$ cat src/rtl/dm_ctrl_pkg.sv
// Shared types and constants for the MEM-stage data-memory access controller.
package dm_ctrl_pkg;

  typedef enum logic [1:0] {
    IDLE = 2'd0,
    BUSY = 2'd1,
    DONE = 2'd2
  } state_t;

  localparam logic [3:0] BE_B = 4'b0001;
  localparam logic [3:0] BE_H = 4'b0011;
  localparam logic [3:0] BE_W = 4'b1111;

  // funct3[1:0]: 00 byte, 01 half, anything else is handled as a word
  function automatic logic is_misaligned(input logic [2:0] dt, input logic [1:0] lane);
    case (dt[1:0])
      2'b00:   return 1'b0;
      2'b01:   return lane[0];
      default: return |lane;
    endcase
  endfunction

endpackage

$ cat src/rtl/dm_access_ctrl_if.sv
// Data SRAM port: ready-handshaked request from the controller to memory.
interface dm_access_ctrl_if #(
  parameter int DATA_BITS = 32,
  parameter int ADDR_BITS = 32
);
  logic                 mem_req;
  logic [3:0]           mem_we;
  logic [ADDR_BITS-1:0] mem_addr;
  logic [DATA_BITS-1:0] mem_wdata;
  logic                 mem_ready;
  logic [DATA_BITS-1:0] mem_rdata;

  modport master (
    output mem_req, mem_we, mem_addr, mem_wdata,
    input  mem_ready, mem_rdata
  );

  modport slave (
    input  mem_req, mem_we, mem_addr, mem_wdata,
    output mem_ready, mem_rdata
  );
endinterface

$ cat src/rtl/dm_lane_fmt.sv
// Combinational byte-lane formatter: store lane enables/replication and
// load byte/half selection with sign or zero extension.
module dm_lane_fmt
  import dm_ctrl_pkg::*;
#(
  parameter int DATA_BITS = 32
) (
  input  logic [2:0]           datatype,
  input  logic [1:0]           lane,
  input  logic [DATA_BITS-1:0] st_data,
  input  logic [DATA_BITS-1:0] mem_rdata,
  output logic [3:0]           be,
  output logic [DATA_BITS-1:0] wdata,
  output logic [DATA_BITS-1:0] ldata
);

  logic [7:0]  w_byte;
  logic [15:0] w_half;
  logic        w_signed;

  assign w_byte   = mem_rdata[{lane, 3'b000} +: 8];
  assign w_half   = lane[1] ? mem_rdata[31:16] : mem_rdata[15:0];
  // BU/HU carry funct3[2]=1
  assign w_signed = ~datatype[2];

  always_comb begin
    be    = BE_W;
    wdata = st_data;
    ldata = mem_rdata;
    case (datatype[1:0])
      2'b00: begin
        be    = BE_B << lane;
        wdata = {(DATA_BITS/8){st_data[7:0]}};
        ldata = {{(DATA_BITS-8){w_signed & w_byte[7]}}, w_byte};
      end
      2'b01: begin
        be    = lane[1] ? (BE_H << 2) : BE_H;
        wdata = {(DATA_BITS/16){st_data[15:0]}};
        ldata = {{(DATA_BITS-16){w_signed & w_half[15]}}, w_half};
      end
      default: ;
    endcase
  end

endmodule

$ cat src/rtl/dm_access_ctrl.sv
// MEM-stage data-memory access controller: turns EX/MEM loads/stores into
// SRAM transactions, stalls until done, flags misalignment and timeouts.
//
// state | meaning
// IDLE  | waiting for dm_rd/dm_wr; misaligned accesses skip straight to DONE
// BUSY  | mem_req held, counting cycles until mem_ready or TIMEOUT
// DONE  | result/pulse cycle; EX/MEM still holds the instruction, inputs ignored
module dm_access_ctrl
  import dm_ctrl_pkg::*;
#(
  parameter int DATA_BITS = 32,
  parameter int ADDR_BITS = 32,
  parameter int TIMEOUT   = 255
) (
  input  logic                 clk,
  input  logic                 rst_n,
  input  logic                 dm_rd,
  input  logic                 dm_wr,
  input  logic [2:0]           datatype,
  input  logic [ADDR_BITS-1:0] addr,
  input  logic [DATA_BITS-1:0] st_data,
  output logic                 stall,
  output logic                 ld_valid,
  output logic [DATA_BITS-1:0] ld_data,
  output logic                 misalign,
  output logic                 bus_err,
  dm_access_ctrl_if.master     mem
);

  localparam int CNT_W = $clog2(TIMEOUT + 1);

  state_t               r_state;
  logic [CNT_W-1:0]     r_cnt;
  logic [2:0]           r_type;
  logic [1:0]           r_lane;
  logic                 r_is_load;
  logic                 r_req;
  logic [3:0]           r_we;
  logic [ADDR_BITS-1:0] r_addr;
  logic [DATA_BITS-1:0] r_wdata;
  logic                 r_ld_valid;
  logic [DATA_BITS-1:0] r_ld_data;
  logic                 r_misalign;
  logic                 r_bus_err;

  logic                 w_access;
  logic                 w_misalign;
  logic [2:0]           w_fmt_type;
  logic [1:0]           w_fmt_lane;
  logic [3:0]           w_be;
  logic [DATA_BITS-1:0] w_wdata;
  logic [DATA_BITS-1:0] w_ldata;

  assign w_access   = dm_rd | dm_wr;
  assign w_misalign = is_misaligned(datatype, addr[1:0]);

  // Stores are formatted from live inputs in IDLE; loads from the latched lane/type.
  assign w_fmt_type = (r_state == IDLE) ? datatype  : r_type;
  assign w_fmt_lane = (r_state == IDLE) ? addr[1:0] : r_lane;

  dm_lane_fmt #(.DATA_BITS(DATA_BITS)) u_lane_fmt (
    .datatype  (w_fmt_type),
    .lane      (w_fmt_lane),
    .st_data   (st_data),
    .mem_rdata (mem.mem_rdata),
    .be        (w_be),
    .wdata     (w_wdata),
    .ldata     (w_ldata)
  );

  always_ff @(posedge clk or negedge rst_n) begin
    if (!rst_n) begin
      r_state    <= IDLE;
      r_cnt      <= '0;
      r_type     <= '0;
      r_lane     <= '0;
      r_is_load  <= 1'b0;
      r_req      <= 1'b0;
      r_we       <= '0;
      r_addr     <= '0;
      r_wdata    <= '0;
      r_ld_valid <= 1'b0;
      r_ld_data  <= '0;
      r_misalign <= 1'b0;
      r_bus_err  <= 1'b0;
    end else begin
      r_ld_valid <= 1'b0;
      r_misalign <= 1'b0;
      r_bus_err  <= 1'b0;
      case (r_state)
        IDLE: begin
          if (w_access) begin
            r_type    <= datatype;
            r_lane    <= addr[1:0];
            r_is_load <= ~dm_wr;
            if (w_misalign) begin
              r_misalign <= 1'b1;
              r_state    <= DONE;
            end else begin
              r_req   <= 1'b1;
              r_addr  <= {addr[ADDR_BITS-1:2], 2'b00};
              r_we    <= dm_wr ? w_be : 4'b0000;
              r_wdata <= w_wdata;
              r_cnt   <= CNT_W'(1);
              r_state <= BUSY;
            end
          end
        end
        BUSY: begin
          if (mem.mem_ready) begin
            r_req   <= 1'b0;
            r_we    <= '0;
            r_state <= DONE;
            if (r_is_load) begin
              r_ld_data  <= w_ldata;
              r_ld_valid <= 1'b1;
            end
          end else if (r_cnt == CNT_W'(TIMEOUT)) begin
            r_req     <= 1'b0;
            r_we      <= '0;
            r_ld_data <= '0;
            r_bus_err <= 1'b1;
            r_state   <= DONE;
          end else begin
            // timeout fires at TIMEOUT, so the counter can never wrap
            r_cnt <= r_cnt + CNT_W'(1);
          end
        end
        DONE:    r_state <= IDLE;
        default: r_state <= IDLE;
      endcase
    end
  end

  assign stall         = ((r_state == IDLE) & w_access) | (r_state == BUSY);
  assign ld_valid      = r_ld_valid;
  assign ld_data       = r_ld_data;
  assign misalign      = r_misalign;
  assign bus_err       = r_bus_err;
  assign mem.mem_req   = r_req;
  assign mem.mem_we    = r_we;
  assign mem.mem_addr  = r_addr;
  assign mem.mem_wdata = r_wdata;

endmodule

$ cat src/flat_wrapper.sv
// flat-port wrapper written by rule: the top's interface ports become plain ports
module dm_access_ctrl_flat import dm_ctrl_pkg::*;
#(
  parameter int DATA_BITS = 32,
  parameter int ADDR_BITS = 32,
  parameter int TIMEOUT   = 255
)
  (clk, rst_n, dm_rd, dm_wr, datatype, addr, st_data, stall, ld_valid, ld_data, misalign, bus_err, mem_mem_req, mem_mem_we, mem_mem_addr, mem_mem_wdata, mem_mem_ready, mem_mem_rdata);
  dm_access_ctrl_if #(.DATA_BITS(DATA_BITS), .ADDR_BITS(ADDR_BITS)) mem_i ();
  input  logic clk;
  input  logic rst_n;
  input  logic dm_rd;
  input  logic dm_wr;
  input  logic [2:0] datatype;
  input  logic [ADDR_BITS-1:0] addr;
  input  logic [DATA_BITS-1:0] st_data;
  output logic stall;
  output logic ld_valid;
  output logic [DATA_BITS-1:0] ld_data;
  output logic misalign;
  output logic bus_err;
  output wire logic [$bits(mem_i.mem_req)-1:0] mem_mem_req;
  output wire logic [$bits(mem_i.mem_we)-1:0] mem_mem_we;
  output wire logic [$bits(mem_i.mem_addr)-1:0] mem_mem_addr;
  output wire logic [$bits(mem_i.mem_wdata)-1:0] mem_mem_wdata;
  input wire logic [$bits(mem_i.mem_ready)-1:0] mem_mem_ready;
  input wire logic [$bits(mem_i.mem_rdata)-1:0] mem_mem_rdata;
  assign mem_mem_req = mem_i.mem_req;
  assign mem_mem_we = mem_i.mem_we;
  assign mem_mem_addr = mem_i.mem_addr;
  assign mem_mem_wdata = mem_i.mem_wdata;
  assign mem_i.mem_ready = mem_mem_ready;
  assign mem_i.mem_rdata = mem_mem_rdata;
  dm_access_ctrl #(.DATA_BITS(DATA_BITS), .ADDR_BITS(ADDR_BITS), .TIMEOUT(TIMEOUT)) u_core (.clk(clk), .rst_n(rst_n), .dm_rd(dm_rd), .dm_wr(dm_wr), .datatype(datatype), .addr(addr), .st_data(st_data), .stall(stall), .ld_valid(ld_valid), .ld_data(ld_data), .misalign(misalign), .bus_err(bus_err), .mem(mem_i));
endmodule
$ cat config.mk
export PLATFORM = sky130hd
export DESIGN_NAME = dm_access_ctrl_flat
export DESIGN_NICKNAME = d
export VERILOG_FILES = /design/src/rtl/dm_ctrl_pkg.sv /design/src/rtl/dm_access_ctrl_if.sv /design/src/rtl/dm_lane_fmt.sv /design/src/rtl/dm_access_ctrl.sv /design/src/flat_wrapper.sv
export SDC_FILE = /design/constraint.sdc
export NUM_CORES = 1
export LEC_CHECK = 0
export BUFFER_PORTS_ARGS = -buffer_cell sky130_fd_sc_hd__buf_2
export CAP_MARGIN = 15
export CORE_MARGIN = 10
export CORE_UTILIZATION = 30
export DETAILED_ROUTE_END_ITERATION = 10
export PLACE_DENSITY = 0.58
export SLEW_MARGIN = 20
export SYNTH_ARGS = -nofsm -noshare
export SYNTH_HDL_FRONTEND = slang
export SYNTH_SLANG_ARGS = --single-unit
$ cat constraint.sdc
create_clock -name clk -period 4 [get_ports clk]
set_clock_uncertainty 0.1 [all_clocks]
set_input_delay 0.6 -clock clk [delete_from_list [all_inputs] [get_ports clk]]
set_output_delay 0.6 -clock clk [all_outputs]
set_load 0.005 [all_outputs]
Yosys cells after proc, flatten, opt, wreduce, memory -nomap -nowiden
Index checks and enable logic that the tools add are counted.
{"block": "word_totals", "register_bits": 118, "elab_cells": 87}
{"block": "classes", "add_sub_neg": 1, "n_eq_ne": 10, "n_shift": 2, "mux": 41, "bitwise_logic": 8, "n_reduce_logical": 12}
{"operator": "32-bit one-hot mux with 2 select lines", "count": 2}
{"operator": "32-bit 2-to-1 mux", "count": 3}
{"operator": "8-bit 2-to-1 mux", "count": 4}
{"operator": "32-bit by 6-bit indexed part select with 8-bit output", "count": 1}
{"operator": "4-bit 2-to-1 mux", "count": 6}
{"operator": "16-bit 2-to-1 mux", "count": 1}
{"operator": "4-bit one-hot mux with 2 select lines", "count": 2}
{"operator": "8-bit one-hot mux with 2 select lines", "count": 1}
{"operator": "1-bit 2-to-1 mux", "count": 13}
{"operator": "2-bit 2-to-1 mux", "count": 5}
{"operator": "8-bit by 1-bit adder with 8-bit output (second input constant)", "count": 1}
{"operator": "8-bit equality test (second input constant)", "count": 1}
{"operator": "2-bit by 1-bit equality test with 1-bit output (second input constant)", "count": 3}
{"operator": "2-bit logical NOT", "count": 3}
{"operator": "2-bit inequality test (second input constant)", "count": 3}
{"operator": "3-bit AND reduction", "count": 2}
{"operator": "5-bit AND reduction", "count": 1}
{"operator": "2-bit by 1-bit inequality test with 1-bit output (second input constant)", "count": 2}
{"operator": "1-bit one-hot mux with 2 select lines", "count": 2}
{"operator": "2-bit one-hot mux with 2 select lines", "count": 1}
{"operator": "2-bit AND reduction", "count": 2}
{"operator": "4-bit AND reduction", "count": 1}
{"operator": "2-bit nonzero test", "count": 2}
{"operator": "1-bit by 2-bit left shift with 4-bit output (first input constant)", "count": 1}
{"operator": "other kinds (6)", "count": 11}

Depth between registers and ports, before layout
{"block": "depth", "word_depth": 8, "depth_mapped": 8, "mapped_depth_nobuf": 6}

Cells and area by module
A second synthesis with hierarchy kept.
{"block": "unflattened", "cells_unflattened": 480, "hier_area_um2": 5836.8}
{"mod": "dm_access_ctrl", "n_inst": 1, "cells_each": 309, "area_each_um2": 4545.6, "seq_area_each_um2": 2952.8}
{"mod": "dm_lane_fmt", "n_inst": 1, "cells_each": 171, "area_each_um2": 1291.2, "seq_area_each_um2": 0.0}

Worst setup path after synthesis
Ideal clock, no wire load.
{"block": "synth_timing", "kind": "input to register", "from": "in addr[0]", "to": "reg u_core.r_ld_data[22], in the netlist u_core.ld_data[22]", "arrival_time_ns": 1.963, "t_required_ns": 3.774, "setup_slack_ns": 1.811, "path_stages": 7, "path_cell_list": "or3b_1 buf_2 and3_4 o31ai_4 o22ai_4 buf_6 a221o_1"}
{"block": "synth_between", "elab_chain_len": 6}
{"item": "start, declared", "line": "flat_wrapper.sv:15", "text": "input logic [ADDR_BITS-1:0] addr;"}
{"item": "2-bit 2-to-1 mux", "line": "dm_access_ctrl.sv:59", "text": "assign w_fmt_lane = (r_state == IDLE) ? addr[1:0] : r_lane;"}
{"item": "32-bit by 6-bit indexed part select with 8-bit output", "line": "dm_lane_fmt.sv:21", "text": "assign w_byte = mem_rdata[{lane, 3'b000} +: 8];"}
{"item": "1-bit AND", "line": "dm_lane_fmt.sv:34", "text": "ldata = {{(DATA_BITS-8){w_signed & w_byte[7]}}, w_byte};"}
{"item": "32-bit one-hot mux with 2 select lines", "line": "dm_lane_fmt.sv:30", "text": "case (datatype[1:0])"}
{"item": "32-bit 2-to-1 mux", "line": "dm_access_ctrl.sv:114", "text": "if (r_is_load) begin"}
{"item": "32-bit 2-to-1 mux", "line": "dm_access_ctrl.sv:110", "text": "if (mem.mem_ready) begin"}
{"item": "end signal, assigned", "line": "dm_access_ctrl.sv:115", "text": "r_ld_data <= w_ldata;"}
{"item": "end, declared", "line": "dm_access_ctrl.sv:42", "text": "logic [DATA_BITS-1:0] r_ld_data;"}
No other way between the ends. The select of a mux whose other input is x is not followed.
A chain may end at the register's enable or synchronous reset.

Worst setup path in the final report
{"block": "layout_timing", "from": "reg u_core.r_state[0]", "to": "reg u_core.r_ld_data[26], in the netlist u_core.ld_data[26]"}
{"block": "layout_between", "elab_chain_len": 7, "elab_cells_between_ends": 15, "classes_between": "eq/ne: 2; shift: 1; mux: 6; bitwise: 3; reduce/logical: 3"}
{"item": "start, declared", "line": "dm_access_ctrl.sv:32", "text": "state_t r_state;"}
{"item": "start signal, assigned", "line": "dm_access_ctrl.sv:73", "text": "r_state <= IDLE;"}
{"item": "start signal, assigned", "line": "dm_access_ctrl.sv:98", "text": "r_state <= DONE;"}
{"item": "start signal, assigned", "line": "dm_access_ctrl.sv:105", "text": "r_state <= BUSY;"}
{"item": "2-bit logical NOT", "line": "dm_access_ctrl.sv:58, dm_access_ctrl.sv:59"}
{"item": "2-bit 2-to-1 mux / 3-bit 2-to-1 mux (equally long branches)", "line": "dm_access_ctrl.sv:59, dm_access_ctrl.sv:58"}
{"item": "32-bit by 6-bit indexed part select with 8-bit output (tied with other cells)", "line": "dm_lane_fmt.sv:21"}
{"item": "1-bit AND, on equally long branches", "line": "dm_lane_fmt.sv:34, dm_lane_fmt.sv:39"}
{"item": "32-bit one-hot mux with 2 select lines", "line": "dm_lane_fmt.sv:30"}
{"item": "32-bit 2-to-1 mux", "line": "dm_access_ctrl.sv:114"}
{"item": "32-bit 2-to-1 mux", "line": "dm_access_ctrl.sv:110"}
Several ways; a longest one is shown, not always the timed one. The select of a mux whose other input is x is not followed.

==> key figures <==
Run status
  • Outcome: finished, final reports clean

Place
  • Placed cell areas: 0.006748 sq mm
  • Detailed placement HPWL: 13810 microns
  • Placed cells: 964
  • I/O Buffers: 206
  • Dpl ws: 1237 ps
  • Final GP Congestion: 0.8404

CTS
  • H-tree depth: 4
  • Post-CTS setup buffer count: 0
  • Clock Latency Late Sink: 410 ps
  • Clock-pin slew on the worst setup and hold paths: 60 ps
  • CTS root buffer: clkbuf_16
  • Clock tree buffer depth: 2
  • TritonCTS clock tree: done
  • Clock Sinks: 118
  • Cts hold-fix bufs: 0
  • Num CTS Buffers: 17
  • Resize count post-CTS: 0

Cells and area
  • Post-layout util: 0.4081
  • Fin cells: 997
  • Share of cells above drive strength 1: 0.3468
  • Area growth syn-to-layout: 32.92%
  • Nets: 859
  • Final instance area: 0.007381 sq mm

Synthesis
  • Post-Synthesis Cells: 558
  • Yosys warnings: 0
  • Sequential fraction of the synthesis area: 0.5318
  • Mean post-synth cell area: 9.951 sq um
  • Synth Register Bits: 118
  • Post-synth ARST share: 1.000
  • Ys flop type: dfrtp_1
  • Mapped Area: 0.005553 sq mm
  • Distinct cells, synth: 62
  • Post-synth top area cell: dfrtp_1
  • Synth top area cells: dfrtp_1 53%, nand2_1 10%, a221o_1 3.2%
  • Post-synth EDFFs: 0
  • Yosys top cell area share: 0.5318

STA
  • Fmax: 0.3651 GHz
  • Min Tclk post-route: 2739 ps
  • Slew @ Worst Pin: 1102 ps
  • Fin worst setup slack: 1261 ps
  • Final setup violation count: 0
  • Post-route clock period utilization: 0.6847
  • Final Hold Fails: 0
  • Setup TNS: 0 ps
  • Unrepaired setup endpoints after global routing: false
  • Final Hold Slack: 102.6 ps
  • Max Slew Vio Count: 0
  • Slew margin rel.: 0.2627

Min path
  • Hold WC Path Type: in2async

Detailed routing
  • Vias/cell: 5.034
  • Vias: 5019
  • DR DRC count: 0
  • Initial drt markers: 334
  • TritonRoute pass-1 iters: 5
  • DRT Wirelength: 18740 microns
  • Final antenna-violating net count: 0
  • Post-DR wirelength/cell: 18.79 microns

Pwr
  • Int Power: 3.796 mW
  • Max VDD drop: 321.2 uV
  • Overall power: 5.960 mW
  • NetSw: 2.164 mW
  • Clk pwr share: 0.271
  • PwrDens: 807.5 mW/mm^2
  • Combinational power share: 0.382
  • Switching Share: 0.3631
  • Leak: 3.684 nW
  • Seq pwr share: 0.347

Floorplanning
  • Die ar.: 0.02435 sq mm
  • Starting Density: 0.3070
  • Die H: 156.1 microns
  • Placement Rows: 49
  • Core Area: 0.01809 sq mm
  • Die Width: 156.1 microns
  • Io pins: 209

Setup path
  • Worst setup EP type: flop
  • Crit path kind: reg2reg
  • WP data arrival: 2980 ps
  • WP data required: 4240 ps
  • Crit path max fanout: 17
  • Crit start category: flop

Global route
  • Grt total ovfl: 0
  • GRT Overall Usage: 0.1503
  • Largest net degree at the start of global routing: 88
  • First-pass GRT wire length: 28880 microns
  • Initial antenna violation count: 2
  • Vias in the first global route: 5060

Job
  • MaxCap Viol Count: 0
state kept, by name, summed over array words and instances (netlist names):
signal                count
u_core.bus_err            1
u_core.ld_data           32
u_core.ld_valid           1
u_core.mem.mem_addr      30
u_core.mem.mem_req        1
u_core.mem.mem_wdata     32
u_core.mem.mem_we         4
u_core.misalign           1
u_core.r_cnt              8
u_core.r_is_load          1
u_core.r_lane             2
u_core.r_state            2
u_core.r_type             3
path summary, 6_finish.rpt:
kind	from	to	slack [ps]	depth (start not counted)
setup / recovery	u_core.r_state[0]	u_core.ld_data[26]	1260	4
hold / removal	rst_n	u_core.mem.mem_wdata[24]	100	1
setup reg to reg	u_core.r_state[0]	u_core.ld_data[26]	1260	4
hold reg to reg	u_core.mem.mem_addr[31]	u_core.mem.mem_addr[31]	360	2
max in group asynchronous	rst_n	u_core.ld_data[15]	2840	2
min in group clk	addr[6]	u_core.mem.mem_addr[6]	280	3
cell families (layout without fill, tap and decap cells):
family,after synthesis,after routing,share of synthesized area
adders and majority gates,1,1,0.002253
and+or+nand+nor,227,227,0.1787
buffers and inverters,45,253,0.04168
DFF,118,118,0.5318
muxes,19,19,0.03853
AOI/OAI and AO/OA,143,143,0.2001
other,1,3,0.0006753
xor gates and xnor gates,4,4,0.006310
cells in the mapped netlist (4+ instances only):
library cell / number
a211oi_1: 7
a21boi_0: 6
a21oi_1: 27
a221o_1: 18
a222oi_1: 8
a22o_1: 6
a22oi_1: 14
a31oi_1: 10
buf_2: 17
buf_6: 4
clkbuf_1: 11
dfrtp_1: 118
inv_1: 9
mux2_2: 5
mux2i_1: 12
nand2_1: 151
nor2_1: 42
o211ai_1: 8
o21ai_0: 6
o21ai_1: 7
o31a_1: 5
o32a_1: 5
or3_1: 4
cells in the final DEF, fill, tap and decap left out, types with 4 or more instances in the layout:
cell type / instances
mux2_2: 5
nor2_1: 41
o31a_1: 5
a21boi_0: 6
inv_1: 9
buf_4: 4
a22o_1: 6
clkbuf_8: 6
a221o_1: 18
a211oi_1: 7
buf_2: 205
a21oi_1: 27
mux2i_1: 12
nand2_1: 151
a22oi_1: 14
a222oi_1: 8
o21ai_1: 7
dfrtp_1: 118
o32a_1: 5
a31oi_1: 10
o211ai_1: 8
or3_1: 4
o21ai_0: 6
clkbuf_16: 17
routing by layer:
metal | part of all wire | vias up | track usage
li1 | - | 2394 | -
met3 | 0.094 | 18 | 0.05928
met1 | 0.42 | 2411 | 0.1899
met5 | 0.00069 | - | 0
met2 | 0.47 | 194 | 0.2313
met4 | 0.016 | 2 | 0.04586
final cells by class:
class | count | area, sq um
Clock inverter | 7 | 115.1
Tap cell | 229 | 286.5
Sequential cell | 118 | 2953
Antenna cell | 1 | 2.502
Inverter | 10 | 37.54
Multi-Input combinational cell | 396 | 2375
Clock buffer | 25 | 515.5
Fill cell | 1798 | 10710
Timing Repair Buffer | 211 | 1096
power groups by stage:
stage / clock, mW / sequential (mW) / combinational [mW]
6_report: 1.62 / 2.07 / 2.28
5_1_grt: 1.71 / 2.14 / 2.55
4_1_cts: 1.66 / 2.07 / 2.32
3_5_place_dp: 0 / 2.08 / 2.32
3_3_place_gp: 0 / 2.07 / 2.30
2_1_floorplan: 0 / 2.07 / 1.34
worst max-delay path, stage by stage (launching register included):
cell	delay, ps
dfrtp_1	610
nand2b_1	200
or2_1	520
nor2_1	940
a221o_1	290
No activity file was read; power rests on OpenSTA's default activity.
